File: config.mk
export PLATFORM = sky130hd
export DESIGN_NAME = tmem_bank_scheduler
export DESIGN_NICKNAME = d
export VERILOG_FILES = /design/src/rtl/tmem_bank_scheduler_pkg.sv /design/src/rtl/tmem_bank_scheduler_rr_priority_pick.sv /design/src/rtl/tmem_bank_scheduler.sv
export SDC_FILE = /design/constraint.sdc
export NUM_CORES = 1
export LEC_CHECK = 0
export CORE_ASPECT_RATIO = 0.75
export CORE_MARGIN = 2
export CORE_UTILIZATION = 50
export CTS_CLUSTER_SIZE = 14
export DETAILED_ROUTE_END_ITERATION = 10
export PLACE_DENSITY = 0.75
export SETUP_SLACK_MARGIN = 0.4
export SLEW_MARGIN = 10
export SYNTH_ARGS = -nofsm -noshare
export SYNTH_HDL_FRONTEND = slang
export SYNTH_SLANG_ARGS = --single-unit
File: constraint.sdc
create_clock -name Clock -period 3.1 [get_ports Clock]
set_input_delay 0.775 -clock Clock [delete_from_list [all_inputs] [get_ports Clock]]
set_output_delay 0.775 -clock Clock [all_outputs]
set_load 0.03 [all_outputs]
File: src/rtl/tmem_bank_scheduler_pkg.sv
// Shared definitions for the per-bank TMEM read scheduler.
// Core-count defaults, hold limit, FSM encoding and stats width.
package tmem_bank_scheduler_pkg;

  localparam int TMEM_NUM_CORES = 4;
  localparam int TMEM_CORE_BITS = 2;
  localparam int TMEM_MAX_HOLD  = 4;
  localparam int TMEM_STAT_W    = 16;

  typedef enum logic {
    ST_IDLE  = 1'b0,
    ST_GRANT = 1'b1
  } sched_state_e;

endpackage

File: src/rtl/tmem_bank_scheduler_rr_priority_pick.sv
// Combinational rotating-priority picker: first request at or above
// ptr_i (with wrap) that is not masked by excl_i.
module rr_priority_pick
  import tmem_bank_scheduler_pkg::*;
#(
  parameter int NUM_CORES = TMEM_NUM_CORES,
  parameter int CORE_BITS = TMEM_CORE_BITS
) (
  input  logic [NUM_CORES-1:0] req_i,
  input  logic [CORE_BITS-1:0] ptr_i,
  input  logic [NUM_CORES-1:0] excl_i,
  output logic [NUM_CORES-1:0] sel_o,
  output logic [CORE_BITS-1:0] idx_o,
  output logic                 found_o
);

  localparam int IW = CORE_BITS + 1;
  localparam logic [IW-1:0] N_W = IW'(NUM_CORES);

  logic [NUM_CORES-1:0] cand;
  logic [NUM_CORES-1:0] rot;
  logic [IW-1:0]        sum;

  assign cand = req_i & ~excl_i;

  // Rotate so that bit 0 of rot is the core at the pointer.
  assign rot = (cand >> ptr_i)
             | (cand << (N_W - {1'b0, ptr_i}));

  always_comb begin
    found_o = 1'b0;
    sum     = '0;
    for (int i = NUM_CORES - 1; i >= 0; i--) begin
      if (rot[i]) begin
        found_o = 1'b1;
        sum     = {1'b0, ptr_i} + IW'(i);
      end
    end
    if (sum >= N_W) begin
      sum = sum - N_W;
    end
    idx_o = sum[CORE_BITS-1:0];
  end

  assign sel_o = found_o ?
                 (NUM_CORES'(1) << idx_o) : '0;

endmodule

File: src/rtl/tmem_bank_scheduler.sv
// Per-bank TMEM read scheduler: round-robin with bounded hold time.
// Optional stats counters enabled by TMEM_SCHED_STATS_EN.
module tmem_bank_scheduler
  import tmem_bank_scheduler_pkg::*;
#(
  parameter int NUM_CORES = TMEM_NUM_CORES,
  parameter int CORE_BITS = TMEM_CORE_BITS,
  parameter int MAX_HOLD  = TMEM_MAX_HOLD
) (
  input  logic                   Clock,
  input  logic                   Reset,
  input  logic                   iEnable,
  input  logic [NUM_CORES-1:0]   iRequest,
`ifdef TMEM_SCHED_STATS_EN
  input  logic                   iStatClear,
  output logic [TMEM_STAT_W-1:0] oConflictCount,
  output logic [TMEM_STAT_W-1:0] oForcedRotations,
`endif
  output logic [NUM_CORES-1:0]   oGrant,
  output logic [CORE_BITS-1:0]   oBusSelect,
  output logic                   oGrantValid
);

  localparam int HOLD_W = $clog2(MAX_HOLD + 1);
  localparam logic [HOLD_W-1:0] HOLD_MAX =
    HOLD_W'(MAX_HOLD);
  localparam logic [CORE_BITS-1:0] LAST =
    CORE_BITS'(NUM_CORES - 1);

  sched_state_e         state_q, state_d;
  logic [NUM_CORES-1:0] grant_q, grant_d;
  logic [CORE_BITS-1:0] sel_q, sel_d;
  logic [CORE_BITS-1:0] ptr_q, ptr_d;
  logic [HOLD_W-1:0]    hold_q, hold_d;
  logic                 valid_q;

  logic [CORE_BITS-1:0] k_next;
  logic [CORE_BITS-1:0] pick_ptr;
  logic [NUM_CORES-1:0] pick_excl;
  logic [NUM_CORES-1:0] pick_sel;
  logic [CORE_BITS-1:0] pick_idx;
  logic                 pick_found;
  logic                 own_req;
  logic                 others;
  logic                 rotate;

  function automatic logic [CORE_BITS-1:0] inc_idx(
    input logic [CORE_BITS-1:0] k
  );
    if (k == LAST) begin
      return '0;
    end
    return k + 1'b1;
  endfunction

  assign k_next  = inc_idx(sel_q);
  assign own_req = |(iRequest & grant_q);
  assign others  = |(iRequest & ~grant_q);

  // In GRANT the holder is excluded so it gets the lowest priority.
  assign pick_ptr  = (state_q == ST_GRANT) ? k_next : ptr_q;
  assign pick_excl = (state_q == ST_GRANT) ? grant_q : '0;

  assign rotate = (state_q == ST_GRANT) && own_req &&
                  iEnable && others &&
                  (hold_q == HOLD_MAX);

  rr_priority_pick #(
    .NUM_CORES (NUM_CORES),
    .CORE_BITS (CORE_BITS)
  ) u_pick (
    .req_i   (iRequest),
    .ptr_i   (pick_ptr),
    .excl_i  (pick_excl),
    .sel_o   (pick_sel),
    .idx_o   (pick_idx),
    .found_o (pick_found)
  );

  always_comb begin
    state_d = state_q;
    grant_d = grant_q;
    sel_d   = sel_q;
    ptr_d   = ptr_q;
    hold_d  = hold_q;
    unique case (state_q)
      ST_IDLE: begin
        if (iEnable && pick_found) begin
          state_d = ST_GRANT;
          grant_d = pick_sel;
          sel_d   = pick_idx;
          hold_d  = HOLD_W'(1);
        end
      end
      ST_GRANT: begin
        if (!own_req) begin
          ptr_d = k_next;
          if (iEnable && pick_found) begin
            grant_d = pick_sel;
            sel_d   = pick_idx;
            hold_d  = HOLD_W'(1);
          end else begin
            state_d = ST_IDLE;
            grant_d = '0;
            hold_d  = '0;
          end
        end else if (rotate) begin
          ptr_d   = k_next;
          grant_d = pick_sel;
          sel_d   = pick_idx;
          hold_d  = HOLD_W'(1);
        end else if (hold_q != HOLD_MAX) begin
          hold_d = hold_q + 1'b1;
        end
      end
    endcase
  end

  always_ff @(posedge Clock) begin
    if (!Reset) begin
      state_q <= ST_IDLE;
      grant_q <= '0;
      sel_q   <= '0;
      ptr_q   <= '0;
      hold_q  <= '0;
      valid_q <= 1'b0;
    end else begin
      state_q <= state_d;
      grant_q <= grant_d;
      sel_q   <= sel_d;
      ptr_q   <= ptr_d;
      hold_q  <= hold_d;
      valid_q <= |grant_d;
    end
  end

  assign oGrant      = grant_q;
  assign oBusSelect  = sel_q;
  assign oGrantValid = valid_q;

`ifdef TMEM_SCHED_STATS_EN
  logic [TMEM_STAT_W-1:0] conf_q;
  logic [TMEM_STAT_W-1:0] forced_q;
  logic                   multi_req;

  // Clearing the lowest set bit leaves non-zero iff >= 2 bits set.
  assign multi_req = |(iRequest & (iRequest - 1'b1));

  always_ff @(posedge Clock) begin
    if (!Reset || iStatClear) begin
      conf_q   <= '0;
      forced_q <= '0;
    end else begin
      if (multi_req && (conf_q != '1)) begin
        conf_q <= conf_q + 1'b1;
      end
      if (rotate && (forced_q != '1)) begin
        forced_q <= forced_q + 1'b1;
      end
    end
  end

  assign oConflictCount   = conf_q;
  assign oForcedRotations = forced_q;
`endif

endmodule

==> results.yml <==
status:
  status: "completed"
cts:
  root_buffer: "clkbuf_4"
  cts_tree: "built"
  clkLatencyLatePin_ps: 290
  cts_buffers: 3
  cts_setup_buffers: 0
  htreeDepth: 1
  clock-sinks: 13
  cts.clk_slew.worst_paths_ps: 100
  clk_path_buf_depth: 2
sta:
  fmax_mhz: 404
  period_minus_slack_ps: 2470
  hold_viol: 0
  slew_headroom: 0.627
  fin_skew_ps: 15.2
  fin_crit_sh: 0.798
  worstMarginPinSlew_ps: 559
  maxSlewViolCount: 0
  fin_tns_setup_ps: 0
  finalSetupViolCount: 0
  rsz0062_at_grt: "no"
route:
  ant_nets: 0
  maxUsedRoutingLayer: "met4"
  wl_met1_mm: 1.12
  drt_iter0_markers: 43
  via_count: 908
  wl_met2_um: 973
  routed_via_density: 6.09
  drt-total-wl_mm: 2.35
  route.detailed.wl_per_inst_um: 15.8
  drt_pass1_iterations: 4
  drc: 0
  wl_met3_um: 219
floorplan:
  core_area_um2: 1720
  rows: 13
  die_w_um: 53.4
  pin_count: 14
  start_util: 0.530
  die_h_um: 41.0
  design.die.area_um2: 2190
logic_synthesis:
  synth.distinct_cells: 41
  synth_warnings: 0
  synth_seq_cells: 13
  synth.avg_cell_area_um2: 8.17
  synth_area_leaders: "dfxtp_1 28%, mux2i_1 5.5%, a21boi_0 4.1%"
  netlist_area_um2: 915
  yosys_most_used_dff: "dfxtp_1"
  synth_edf_count: 0
  synth_commonest_cells: "13 x dfxtp_1, 8 x nand2_1, 7 x nor2_1"
  syn-num-nets: 122
  yosysMostFrequentCell: "dfxtp_1"
  yosysTopAreaCell: "dfxtp_1"
  netlist.area_leader.share: 0.285
  synth_cells: 112
  async_reset_ff_frac: 0
  ys_seq_area_frac: 0.285
setup_path:
  cp_data_arrival_time_ps: 2660
  critical_path.max_fanout: 5
  cp.required_ps: 3290
  startpoint_type: "input port"
  cp-end-kind: "flip-flop"
  worstSetupPathType: "input port to flip-flop"
finish:
  fin_cells: 149
  multi_input_area_um2: 627
  fillers: 175
  finalNetCount: 138
  layout-drive-gt1-share: 0.0709
  area_delta_synth_final_pct: 19.7
  antenna_cells: 0
  regArea_um2: 260
global_route:
  grt_pass1_vias: 858
  grt_usage: 0.249
  grt_overflow_total: 0
  grt_max_degree: 16
  antenna_found_initial: 0
  grt_pass1_wl_mm: 3.77
place:
  place_inst: 145
  port_buffers: 13
  gp_congestion: 0.937
  dp_hpwl_mm: 1.73
power_and_ir_drop:
  power.density_nw_per_um2: 421
  p_leak_nw: 0.432
  ir_drop_uv: 286
job:
  max_cap_violations: 0
min_path:
  min-delay-path-class: "flip-flop to flip-flop"
cell families after synthesis:
kind of cell               share of synthesized area
AOI/OAI and AO/OA                              0.327
and+or+nand+nor                                0.228
DFF                                            0.285
buffers and inverters                         0.0301
muxes                                         0.0793
adders and majority gates                     0.0410
xor gates and xnor gates                     0.00958
sequential cells by signal, summed over array words and instances, names as in the netlist:
| signal | count |
|---|---|
| ptr_q | 2 |
| state_q | 1 |
| oGrant | 4 |
| oGrantValid | 1 |
| hold_q | 3 |
| oBusSelect | 2 |
cells in the final DEF, fill, tap and decap left out, types with 2 or more instances in the layout:
| cell type | instances |
|---|---|
| a31oi_1 | 2 |
| a22oi_1 | 4 |
| ha_1 | 3 |
| nor3_1 | 2 |
| a21oi_1 | 6 |
| o21bai_1 | 2 |
| a21boi_1 | 4 |
| clkdlybuf4s50_1 | 13 |
| and2_1 | 2 |
| o21ai_1 | 4 |
| dfxtp_1 | 13 |
| nand2_1 | 8 |
| o21ai_0 | 5 |
| inv_1 | 4 |
| clkbuf_4 | 3 |
| nor2b_1 | 6 |
| a21boi_0 | 4 |
| nand2b_1 | 6 |
| nor2_1 | 7 |
| mux2i_1 | 5 |
| nand3_1 | 2 |
per-layer routing:
layer  vias up  track usage
met4         0        0.103
li1        445            -
met1       414        0.315
met3         5       0.0766
met5         -            0
met2        44        0.401
path summary, 6_finish.rpt:
kind               start     endpoint  slack [ps]  cells past startpoint
max          iRequest[0]  oGrantValid         630                      7
min             ptr_q[0]     ptr_q[0]         480                      2
max reg2reg      state_q  oGrantValid         880                      6
min reg2reg     ptr_q[0]     ptr_q[0]         480                      2
stage by stage:
step | hold slack, ps | utilization | cell area [um2] | power, mW | worst slack [ps]
final | 481 | 0.635 | 1090 | 0.461 | 626
after global routing | 516 | 0.635 | 1090 | 0.488 | 461
after CTS | 484 | 0.635 | 1090 | 0.462 | 534
after detailed placement | 469 | 0.619 | 1070 | 0.345 | 228
after global placement | 454 | 0.619 | 1070 | 0.343 | 352
after floorplan | 439 | - | 915 | 0.296 | 966
area by class of cell:
cell class                      count  share of cell area
Clock inverter                      1             0.00457
Inverter                            4              0.0137
Tap cell                           22              0.0251
Clock buffer                        3              0.0206
Sequential cell                    13               0.238
Timing Repair Buffer               14               0.126
Multi-Input combinational cell     92               0.573
timing repair:
| action | in CTS | in global routing |
|---|---|---|
| gates resized for setup | 0 | 1 |
| hold buffers | 0 | 0 |
| endpoints found under the hold margin | 0 | 0 |
| endpoints found under the setup margin | 0 | 1 |
critical path, stage by stage:
cell	delay [ps]
clkdlybuf4s50_1	520
a21boi_1	370
mux2i_1	140
o21bai_1	180
or2_1	170
a211oi_1	80
o41a_1	430
report_power, final:
part | internal (mW) | switching, mW | total, mW
clock | 0.0480 | 0.0678 | 0.116
combinational | 0.0662 | 0.0811 | 0.147
sequential | 0.179 | 0.0180 | 0.197
Note: power is estimated with default switching activity, not from simulation.
